--- src/rtl/i2c_target_os.sv ---
// I2C target engine clocked entirely from clk_50M: oversampled SCL/SDA, glitch filter,
// START/STOP detection and a byte FSM driving an external register bank via strobes.
module i2c_target_os #(
    parameter logic [6:0] DEV_ADDR = 7'h50,
    parameter int         REG_AW   = 4,
    parameter int         FILT_LEN = 3,
    parameter int         SDA_HOLD = 10
) (
    input  logic              clk_50M,
    input  logic              rst,
    input  logic              scl_in,
    input  logic              sda_in,
    output logic              sda_oe,
    output logic [REG_AW-1:0] reg_addr,
    output logic [7:0]        reg_wdata,
    output logic              reg_wr,
    output logic              reg_rd,
    input  logic [7:0]        reg_rdata,
    output logic              busy,
    output logic [3:0]        state
);

    typedef enum logic [3:0] {
        IDLE      = 4'd0,
        ADDR      = 4'd1,
        ADDR_ACK  = 4'd2,
        PTR       = 4'd3,
        PTR_ACK   = 4'd4,
        WDATA     = 4'd5,
        WDATA_ACK = 4'd6,
        RDATA     = 4'd7,
        RDATA_ACK = 4'd8,
        WAIT_STOP = 4'd9
    } state_t;

    typedef enum logic [1:0] {
        H_NONE = 2'd0,
        H_ACK  = 2'd1,
        H_REL  = 2'd2,
        H_DATA = 2'd3
    } hold_t;

    localparam int               HW        = (SDA_HOLD < 4) ? 2 : $clog2(SDA_HOLD);
    localparam logic [HW-1:0]    HOLD_INIT = HW'(SDA_HOLD - 1);
    localparam logic [3:0]       FILT_MAX  = 4'(FILT_LEN - 1);
    localparam logic [REG_AW-1:0] PTR_ONE  = REG_AW'(1);

    state_t            state_q, state_d;
    hold_t             hold_req, hold_act;
    logic [HW-1:0]     hold_cnt;
    logic [1:0]        scl_sync, sda_sync;
    logic [3:0]        scl_cnt, sda_cnt;
    logic              scl_filt, sda_filt, scl_prev, sda_prev;
    logic              scl_rise, scl_fall, start_det, stop_det;
    logic [7:0]        shift, tx, byte_now;
    logic [2:0]        bit_cnt;
    logic [REG_AW-1:0] ptr;
    logic              ack_seen, rd_d1;
    logic              byte_state, ack_state, last_bit;
    logic              rd_req, wr_req, ptr_load;

    // Two-stage synchroniser, then a line only flips after FILT_LEN agreeing samples.
    always_ff @(posedge clk_50M) begin
        if (rst) begin
            scl_sync <= 2'b11;
            sda_sync <= 2'b11;
            scl_filt <= 1'b1;
            sda_filt <= 1'b1;
            scl_prev <= 1'b1;
            sda_prev <= 1'b1;
            scl_cnt  <= 4'd0;
            sda_cnt  <= 4'd0;
        end else begin
            scl_sync <= {scl_sync[0], scl_in};
            sda_sync <= {sda_sync[0], sda_in};
            scl_prev <= scl_filt;
            sda_prev <= sda_filt;
            if (scl_sync[1] == scl_filt) begin
                scl_cnt <= 4'd0;
            end else if (scl_cnt == FILT_MAX) begin
                scl_filt <= scl_sync[1];
                scl_cnt  <= 4'd0;
            end else begin
                scl_cnt <= scl_cnt + 4'd1;
            end
            if (sda_sync[1] == sda_filt) begin
                sda_cnt <= 4'd0;
            end else if (sda_cnt == FILT_MAX) begin
                sda_filt <= sda_sync[1];
                sda_cnt  <= 4'd0;
            end else begin
                sda_cnt <= sda_cnt + 4'd1;
            end
        end
    end

    assign scl_rise   = scl_filt & ~scl_prev;
    assign scl_fall   = ~scl_filt & scl_prev;
    assign start_det  = scl_filt & scl_prev & sda_prev & ~sda_filt;
    assign stop_det   = scl_filt & scl_prev & ~sda_prev & sda_filt;
    assign byte_now   = {shift[6:0], sda_filt};
    assign byte_state = (state_q == ADDR) || (state_q == PTR) ||
                        (state_q == WDATA) || (state_q == RDATA);
    assign ack_state  = (state_q == ADDR_ACK) || (state_q == PTR_ACK) ||
                        (state_q == WDATA_ACK) || (state_q == RDATA_ACK);
    assign last_bit   = scl_rise && byte_state && (bit_cnt == 3'd7);

    always_ff @(posedge clk_50M) begin
        if (rst) state_q <= IDLE;
        else     state_q <= state_d;
    end

    // In ACK states the first SCL fall starts the ACK bit; the fall after its rise ends it.
    always_comb begin
        state_d  = state_q;
        hold_req = H_NONE;
        rd_req   = 1'b0;
        wr_req   = 1'b0;
        ptr_load = 1'b0;
        if (stop_det) begin
            state_d = IDLE;
        end else if (start_det) begin
            state_d = ADDR;
        end else begin
            case (state_q)
                ADDR: begin
                    if (last_bit)
                        state_d = (byte_now[7:1] == DEV_ADDR) ? ADDR_ACK : WAIT_STOP;
                end
                ADDR_ACK: begin
                    if (scl_fall) begin
                        if (!ack_seen) begin
                            hold_req = H_ACK;
                        end else if (shift[0]) begin
                            state_d  = RDATA;
                            rd_req   = 1'b1;
                            hold_req = H_DATA;
                        end else begin
                            state_d  = PTR;
                            hold_req = H_REL;
                        end
                    end
                end
                PTR: begin
                    if (last_bit) begin
                        state_d  = PTR_ACK;
                        ptr_load = 1'b1;
                    end
                end
                PTR_ACK, WDATA_ACK: begin
                    if (scl_fall) begin
                        if (!ack_seen) begin
                            hold_req = H_ACK;
                        end else begin
                            state_d  = WDATA;
                            hold_req = H_REL;
                        end
                    end
                end
                WDATA: begin
                    if (last_bit) begin
                        state_d = WDATA_ACK;
                        wr_req  = 1'b1;
                    end
                end
                RDATA: begin
                    if (last_bit)      state_d  = RDATA_ACK;
                    else if (scl_fall) hold_req = H_DATA;
                end
                RDATA_ACK: begin
                    if (scl_rise && sda_filt) begin
                        state_d = WAIT_STOP;
                    end else if (scl_fall) begin
                        if (!ack_seen) begin
                            hold_req = H_REL;
                        end else begin
                            state_d  = RDATA;
                            rd_req   = 1'b1;
                            hold_req = H_DATA;
                        end
                    end
                end
                default: ;
            endcase
        end
    end

    // Datapath: shifting, strobes, pointer and the delayed SDA drive.
    always_ff @(posedge clk_50M) begin
        if (rst) begin
            shift     <= 8'd0;
            tx        <= 8'd0;
            bit_cnt   <= 3'd0;
            ptr       <= '0;
            reg_wdata <= 8'd0;
            reg_wr    <= 1'b0;
            reg_rd    <= 1'b0;
            rd_d1     <= 1'b0;
            ack_seen  <= 1'b0;
            sda_oe    <= 1'b0;
            hold_act  <= H_NONE;
            hold_cnt  <= '0;
        end else begin
            reg_wr <= wr_req;
            reg_rd <= rd_req;
            rd_d1  <= reg_rd;
            if (wr_req) reg_wdata <= byte_now;

            if (start_det) begin
                bit_cnt <= 3'd0;
            end else if (scl_rise && byte_state) begin
                shift   <= byte_now;
                bit_cnt <= bit_cnt + 3'd1;
            end

            if (rd_d1)                                   tx <= reg_rdata;
            else if (scl_rise && (state_q == RDATA))     tx <= {tx[6:0], 1'b0};

            if (ptr_load)             ptr <= byte_now[REG_AW-1:0];
            else if (reg_wr || rd_d1) ptr <= ptr + PTR_ONE;

            if (state_d != state_q)          ack_seen <= 1'b0;
            else if (scl_rise && ack_state)  ack_seen <= 1'b1;

            // START/STOP cancel any scheduled drive change and free the line at once.
            if (start_det || stop_det) begin
                hold_act <= H_NONE;
                sda_oe   <= 1'b0;
            end else if (hold_req != H_NONE) begin
                hold_act <= hold_req;
                hold_cnt <= HOLD_INIT;
            end else if (hold_act != H_NONE) begin
                if (hold_cnt == '0) begin
                    hold_act <= H_NONE;
                    case (hold_act)
                        H_ACK:   sda_oe <= 1'b1;
                        H_REL:   sda_oe <= 1'b0;
                        H_DATA:  sda_oe <= ~(rd_d1 ? reg_rdata[7] : tx[7]);
                        default: sda_oe <= 1'b0;
                    endcase
                end else begin
                    hold_cnt <= hold_cnt - 1'b1;
                end
            end
        end
    end

    assign reg_addr = ptr;
    assign busy     = (state_q != IDLE);
    assign state    = state_q;

endmodule

--- config.mk ---
export PLATFORM = sky130hd
export DESIGN_NAME = i2c_target_os
export DESIGN_NICKNAME = d
export VERILOG_FILES = /design/src/rtl/i2c_target_os.sv
export SDC_FILE = /design/constraint.sdc
export NUM_CORES = 1
export LEC_CHECK = 0
export ABC_AREA = 1
export CAP_MARGIN = 5
export CORE_MARGIN = 2
export CORE_UTILIZATION = 56
export CTS_CLUSTER_DIAMETER = 150
export DETAILED_ROUTE_END_ITERATION = 8
export PLACE_DENSITY = 0.83
export SETUP_SLACK_MARGIN = 0.4
export SYNTH_ARGS = -nofsm -noshare
export SYNTH_HDL_FRONTEND = slang
export SYNTH_SLANG_ARGS = --single-unit
--- constraint.sdc ---
create_clock -name clk_50M -period 2.1 [get_ports clk_50M]
set_input_delay 0.21 -clock clk_50M [delete_from_list [all_inputs] [get_ports clk_50M]]
set_output_delay 0.21 -clock clk_50M [all_outputs]
set_load 0.05 [all_outputs]
==> flow_metrics.tcl, run 1 <==
set metrics [dict create \
    synth-simple-area-share_pct 31.95 \
    drc_errors 0 \
    r2r-start "state[0]" \
    die_w_um 77.43 \
    finalMaxSlewViolations 0 \
    synth_compound_area_share_pct 14.38 \
    hold_path_end "sda_sync[1]" \
    cts_sinks 61 \
    fin_nets 469 \
    grt_pass1_wl_um 11210 \
    path_max_fanout 9 \
    path_buf_inv 2 \
    setup_viol 0 \
    leakage_nw 1.623 \
    ys.flop_type "dfxtp_1" \
    min_period_ps 1627 \
    clockBufferDepth 2 \
    antenna_left 0 \
    fin_tns_setup_ps 0 \
    first_global_vias 2512 \
    antenna_found_initial 0 \
    root_buffer "clkbuf_8" \
    cp_cell_sequence "inv_4, nand2_2, nand2_1, nand3_1, o21ai_2, inv_2, nand3_1, nand2_1, nor2_2, nand3_1, nor2_2" \
    synth_seq_cells 61 \
    ys.warnings.count 0 \
    synth_top_family_by_area "simple AND/OR/NAND/NOR gates" \
    path_clk_slew_ps 60 \
    routed_via_density 5.384 \
    via_count 2816 \
    grt_setup_unrepaired "yes" \
    clock_skew_ps 7.531 \
    critPathKind "flop to flop" \
    total_power_mw 3.513 \
    hold_buffers 0 \
    final_cell_mix "nand2_1 (69), nor2_1 (58), dfxtp_1 (53)" \
    layout_setup_ws_ps 473.1 \
    grt_overflow_total 0 \
    startpoint_type "flop" \
    synth.distinct_cells 38 \
    path_common_cell "nand3_1" \
    grt.total_usage_pct 23.42 \
    r2r_slack_ps 470 \
    dpl.cell_count 503 \
    synth-xor-area-share_pct 2.611 \
    insertion_delay_ps 340 \
    grt_max_degree 25 \
    wirelength_um 6877 \
    port_buffers 31 \
    core_sq_mm 0.005140 \
    syn_avg_cell_area_sq_um 7.382 \
    setup.worst_path.end_class "flop" \
    synthMuxAreaShare_pct 0 \
    syn_nets 429 \
    cellPowerDensity_mw_per_mm2 944.1 \
    clock.fmax_mhz 614.7 \
    synthArstFlopShare_pct 0 \
    wl_per_cell_um 13.15 \
    tightest_slew_ps 604.2 \
    hold_violations 0 \
    dieArea_sq_mm 0.005995 \
    synth_fa_ha_area_share_pct 3.315 \
    min_path_type "flop to flop" \
    tritoncts "built" \
    ioPinCount 32 \
    antennaDiodeCount 0 \
    path_delay_family "simple AND/OR/NAND/NOR gates" \
    area_growth_pct 23.25 \
    slew-limit-headroom_pct 59.68 \
    hold_start "sda_sync[0]" \
    initial_utilization_pct 58.74 \
    drtPass1Iterations 5 \
    synthCells 409 \
    num_rows 26 \
    layout_commonest_cell "nand2_1" \
    slowest_delay_ps 370 \
    cp_data_required_time_ps 2380 \
    dp_hpwl_um 4764 \
    irDropWorstVdd_mv 0.5686 \
    n_fill_cell 404 \
    final-instance-count-excl-fill 523 \
    period_share_pct 77.47 \
    startpoint "state[0]" \
    ff2ff_path_depth 11 \
    timing.rr.end "ack_seen" \
    cts_made_buffers 9 \
    arrival_ps 1910 \
    slowest_stage "dfxtp_4" \
    dp_slack_ps 421.2 \
    die_h_um 77.43 \
    drive_above_1_share_pct 20.75 \
    drt-initial-drc-count 189 \
    drv_cap 0 \
    synth_edf_count 0 \
    outcome "complete, no violations" \
    hold_depth 1 \
    seq_area_frac_synth_pct 40.45 \
    cts-htree-levels 3 \
    netlist_area_sq_mm 0.003019 \
    place_congestion 0.9446 \
]
-- cell usage after synthesis, types with 3 or more instances --
cell | n | area [sq um]
a21oi_1 | 26 | 130.1
a311oi_1 | 6 | 52.55
a31oi_1 | 3 | 18.77
clkbuf_1 | 7 | 26.28
dfxtp_1 | 61 | 1221
ha_1 | 8 | 100.1
inv_1 | 28 | 105.1
inv_2 | 11 | 41.29
nand2_1 | 73 | 274.0
nand2_2 | 7 | 43.79
nand3_1 | 28 | 140.1
nor2_1 | 61 | 229.0
nor2_2 | 10 | 62.56
nor2_4 | 6 | 67.56
nor3_1 | 5 | 25.02
nor3_2 | 3 | 30.03
o21ai_0 | 29 | 145.1
or2_2 | 4 | 25.02
xor2_1 | 7 | 61.31
-- worst max-delay path by stage --
stage	cells after the start	to	slack [ps]
final	11	ack_seen	470
after global routing	8	hold_cnt[2]	350
after CTS	1	reg_wdata[1]	400
after detailed placement	11	sda_oe	420
after global placement	11	sda_oe	410
after floorplan	12	sda_oe	410
-- kinds of logic after synthesis --
logic type,Yosys count
DFF,61
and+or+nand+nor,203
adders and majority gates,8
AOI/OAI and AO/OA,75
xor gates and xnor gates,9
buffers and inverters,53
-- metal layers --
layer | vias up | global-route usage, % | wire, um
li1 | 1417 | - | -
met1 | 1280 | 29.90 | 3087
met2 | 106 | 36.43 | 3146
met3 | 13 | 6.047 | 502
met4 | 0 | 12.14 | 141
met5 | - | 0 | 0
-- through the flow --
stage	hold WS (ps)	area, sq um	utilization (%)
after CTS	412.3	3578	69.62
final	411.3	3721	72.40
after global routing	421.2	3721	72.40
after floorplan	313.8	3024	-
after detailed placement	395.7	3395	66.04
after global placement	395.8	3395	66.04
-- repair_timing --
item	in CTS	in global routing
pin swaps	0	9
setup endpoints to repair	14	15
resized for setup	14	35
buffers inserted	0	5
-- worst reg2reg max path, stage by stage, from the launching register on --
cell and delay, ps:
dfxtp_4 370, inv_4 120, nand2_2 110, nand2_1 110
nand3_1 170, o21ai_2 180, inv_2 60, nand3_1 80
nand2_1 70, nor2_2 140, nand3_1 100, nor2_2 80
-- sequential cells by signal, indices dropped and copies added (netlist names), 2 cells and up --
register / cells
shift: 7
sda_sync: 2
scl_cnt: 4
scl_sync: 2
state: 4
reg_addr: 4
sda_cnt: 4
reg_wdata: 8
hold_cnt: 4
tx: 8
hold_act: 2
bit_cnt: 3
-- where the power goes --
| group | switching [mW] | internal [mW] | total [mW] |
|---|---|---|---|
| clock | 0.452 | 0.606 | 1.06 |
| combinational | 0.774 | 0.370 | 1.14 |
| sequential | 0.101 | 1.21 | 1.31 |
-- final cells by class --
type	instances	area (sq um)	area share, %
Clock buffer	12	155.1	4.169
Sequential cell	61	1239	33.29
Inverter	41	162.7	4.371
Multi-Input combinational cell	295	1650	44.35
Timing Repair Buffer	41	381.6	10.26
Tap cell	70	87.58	2.354
Clock inverter	3	45.04	1.210
Power figures use the tool's default switching activity.
==> run 2: changes to the inputs <==
- clock period: 2.1 -> 1.7 ns (I/O delays scaled with it)
==> flow_metrics.tcl, run 2 (same netlist as run 1, synthesis figures left out) <==
set metrics [dict create \
    path_clk_slew_ps 70 \
    layout_commonest_cell "nand2_1" \
    path_max_fanout 8 \
    slew-limit-headroom_pct 78.52 \
    violations "negative setup slack" \
    grt_setup_unrepaired "yes" \
    core_sq_mm 0.005140 \
    die_w_um 77.43 \
    setup_viol 1 \
    ff2ff_path_depth 14 \
    cp_cell_sequence "inv_8, nor2_4, nand2_4, nor2_4, nand2_2, nand2_2, nand2_2, nor2_2, nand2_2, nand2_2, nand2_2, nand2_1, nand3_1, nor2_2" \
    leakage_nw 1.625 \
    final_cell_mix "nand2_1 (63), nor2_1 (57), dfxtp_1 (50)" \
    drt-initial-drc-count 261 \
    clock.fmax_mhz 565.3 \
    min_path_type "input pin to flop" \
    period_share_pct 104.1 \
    insertion_delay_ps 350 \
    irDropWorstVdd_mv 1.016 \
    startpoint_type "flop" \
    finalMaxSlewViolations 0 \
    swShare_pct 38.41 \
    outcome "finished with violations" \
    antenna_left 0 \
    wl_per_cell_um 15.40 \
    dieArea_sq_mm 0.005995 \
    tightest_slew_ps 322.1 \
    cts_made_buffers 9 \
    hold_violations 0 \
    grt_max_degree 25 \
    drc_errors 0 \
    timing.rr.end "ack_seen" \
    fin_tns_setup_ps -69.07 \
    num_rows 26 \
    clock_skew_ps 8.319 \
    antenna_found_initial 0 \
    antennaDiodeCount 0 \
    hold_buffers 0 \
    slowest_stage "dfxtp_4" \
    p_switching_mw 1.800 \
    hold_path_end "sda_sync[0]" \
    wirelength_um 8393 \
    arrival_ps 2050 \
    cellPowerDensity_mw_per_mm2 1132 \
    routed_via_density 5.620 \
    root_buffer "clkbuf_8" \
    die_h_um 77.43 \
    drive_above_1_share_pct 36.21 \
    r2r-start "state[0]" \
    clockPowerShare_pct 29.2 \
    dp_slack_ps -54.97 \
    hold_depth 2 \
    cp_data_required_time_ps 1990 \
    port_buffers 31 \
    grt_overflow_total 0 \
    clockBufferDepth 2 \
    path_common_cell "nand2_2" \
    grt_pass1_wl_um 11910 \
    seq_power_share_pct 33.9 \
    top_regs "reg_wdata x8, tx x8, shift x7" \
    cts_sinks 61 \
    area_growth_pct 37.09 \
    r2r_slack_ps -70 \
    grt.total_usage_pct 24.78 \
    drtPass1Iterations 5 \
    setup.worst_path.end_class "flop" \
    cts-htree-levels 3 \
    slowest_delay_ps 420 \
    critPathKind "flop to flop" \
    min_period_ps 1769 \
    internal_power_mw 2.886 \
    comb_power_share_pct 36.9 \
    initial_utilization_pct 58.74 \
    hold_start "sda_in" \
    drv_cap 0 \
    dp_hpwl_um 4716 \
    ioPinCount 32 \
    via_count 3063 \
    tritoncts "built" \
    fin_nets 490 \
    place_congestion 0.9416 \
    total_power_mw 4.687 \
    layout_setup_ws_ps -69.07 \
    first_global_vias 2787 \
]
==> run 2: cell count changes in the layout (fill, tap and decap cells not counted), moves of 7 or more <==
| cell | delta |
|---|---|
| a21oi_2 | +7 |
| clkdlybuf4s15_2 | +11 |
| buf_4 | +19 |
| o21ai_2 | +12 |
| dlygate4sd2_1 | -13 |
| a21oi_1 | -7 |
| o21ai_0 | -15 |
==> run 2: area by class of cell <==
type                       instances  area, sq um
clock buffer                      11        152.6
clock inverter                     5        55.05
fill                             339         1001
inverter                          41        177.7
multi-input combinational        295         1814
sequential                        61         1250
tap                               70        87.58
timing repair buffer              62        601.8
==> run 2: worst max-delay path by stage <==
| stage | start | to | slack [ps] | cells after the start |
|---|---|---|---|---|
| 2_1_floorplan | state[0] | ack_seen | 150 | 15 |
| 3_3_place_gp | bit_cnt[0] | ack_seen | 100 | 10 |
| 3_5_place_dp | bit_cnt[0] | ack_seen | -50 | 10 |
| 4_1_cts | bit_cnt[1] | ack_seen | 130 | 12 |
| 5_1_grt | state[0] | ack_seen | -110 | 14 |
| 6_report | state[0] | ack_seen | -70 | 14 |
==> run 2: layer usage <==
| metal | vias to the layer above | global-route usage (%) | wire length [um] |
|---|---|---|---|
| met5 | - | 0 | 0 |
| met4 | 0 | 11.96 | 333 |
| met3 | 42 | 5.233 | 551 |
| met2 | 145 | 44.35 | 4126 |
| met1 | 1417 | 27.87 | 3381 |
| li1 | 1459 | - | - |
==> run 2: critical path, delay by kind of cell (launching register included) <==
kind	cells	cell delay [ps]
AND/OR/NAND/NOR	13	1240
flip-flops	1	420
buffers and inverters	1	60
==> run 2: per-stage QoR <==
stage | instance area [sq um] | utilization, % | hold slack [ps] | std cells
3_5_place_dp | 3442 | 66.97 | 401.4 | 506
4_1_cts | 3819 | 74.29 | 381.6 | 530
3_3_place_gp | 3442 | 66.97 | 391.2 | 506
6_report | 4139 | 80.53 | 379.5 | 545
2_1_floorplan | 3080 | - | 273.8 | 409
5_1_grt | 4139 | 80.53 | 403.7 | 545
==> run 2: power groups by stage <==
stage	Combinational (mW)	Clock (mW)	Sequential, mW
2_1_floorplan	0.938	0	1.70
3_3_place_gp	1.32	0	1.63
3_5_place_dp	1.34	0	1.63
4_1_cts	1.46	1.37	1.59
5_1_grt	1.86	1.43	1.59
6_report	1.73	1.37	1.59
==> run 2: timing repair <==
action                     4_1_cts  5_1_grt
setup buffers                    8       14
gates cloned                     0        1
gates resized for setup         63       70
setup endpoints to repair       50       41
pin swaps                        7       26
==> RTL edit (flow settings as in run 1) <==
The parameter `REG_AW` goes from 4 to 2.
--- a/src/rtl/i2c_target_os.sv
+++ b/src/rtl/i2c_target_os.sv
@@ -2,7 +2,7 @@
 // START/STOP detection and a byte FSM driving an external register bank via strobes.
 module i2c_target_os #(
     parameter logic [6:0] DEV_ADDR = 7'h50,
-    parameter int         REG_AW   = 4,
+    parameter int         REG_AW   = 2,
     parameter int         FILT_LEN = 3,
     parameter int         SDA_HOLD = 10
 ) (
Ports: changed (resized reg_addr); port bits go from 32 to 30. No check against the original RTL was run, so the function may have changed too.
==> RTL edit against run 1 <==
  * Synthesized cell count decreased by 5.1%
  * Total power decreased by 18%
  * First-iteration DRC count decreased by 22%
  * Wire length decreased by 11%
  * Sequential cell count decreased by 2
  * Design area decreased by 6.3%
  * Cell count decreased by 5.0%
  * Synthesized area decreased by 5.4%
  * Worst setup slack improved by 0.021 ns
  * Critical endpoint unchanged
==> RTL edit: results <==
{
  "status": "completed",
  "crit_slowest_cell": "dfxtp_1",
  "dr_wl_met2_um": 2760,
  "seqPwrFrac_pct": 41.8,
  "worstSetupStartpoint": "bit_cnt[0]$_SDFFE_PP0P_",
  "drt_iter0_markers": 148,
  "synth_compound_area_share_pct": 11.0,
  "arrival_ns": 1.88,
  "p_switching_uw": 960,
  "wl_met3_um": 423,
  "met1_length_um": 2790,
  "slew_headroom_pct": 66.6,
  "io_buffers": 29,
  "place_congestion": 0.963,
  "reg2reg_setup_slack_ns": 0.49,
  "antenna_found_initial": 0,
  "synth.distinct_cells": 36,
  "timing.final.crit_share_pct": 76.5,
  "synth_xor_xnor_area_share_pct": 2.15,
  "routedWlPerCell_um": 12.2,
  "vias": 2599,
  "syn_nets": 407,
  "skew_ns": 0.00832,
  "grt_pass1_vias": 2337,
  "grt.total_usage_pct": 24.2,
  "fin_nets": 444,
  "drt-pass1-iter-count": 4,
  "register_area_um2": 1190,
  "cpPeakStageDelay_ns": 0.35,
  "use_met2_pct": 36.3,
  "num-fill-cells": 402,
  "pre_cts_slack_ns": 0.381,
  "fin_cells": 497,
  "met3_usage_pct": 9.26,
  "grt_max_degree": 22,
  "post_route_cells_drive_above_1_share_pct": 18.1,
  "place_area_um2": 3250,
  "synthTopCellsByArea": "dfxtp_1 (41%), nor2_1 (8.9%), nand2_1 (8.8%)",
  "synthAdderAreaFrac_pct": 3.07,
  "ys_seq_area_share_pct": 41.4,
  "whs_ns": 0.410,
  "r2r_cells": 12,
  "met1_usage_pct": 31.1,
  "syn_inst": 388,
  "path_max_fanout": 3,
  "dp.cells": 480
}
[RTL edit: cell count changes after synthesis, moves of 3 or more]
cell / run 1 / this run
a21oi_1: 26 / 18
nor2_1: 61 / 68
nand2_1: 73 / 67
o21ai_0: 29 / 23
a311oi_1: 6 / 1
a211oi_1: 0 / 3
clkbuf_1: 7 / 4
nand3_1: 28 / 31
nor3_2: 3 / 0
xor2_1: 7 / 4
[RTL edit: worst max-delay path, delay by kind of cell (launching register included)]
family	cells	cell delay [ns]
and+or+nand+nor	9	0.75
adders and majority gates	2	0.36
DFF	1	0.35
buffers and inverters	1	0.06
[RTL edit: final cells by class]
class | instances | area share [%]
Multi-Input combinational cell | 278 | 43.0
Sequential cell | 59 | 34.2
Timing Repair Buffer | 37 | 10.2
Inverter | 40 | 4.38
Clock buffer | 11 | 4.05
Tap cell | 67 | 2.40
Clock inverter | 5 | 1.79
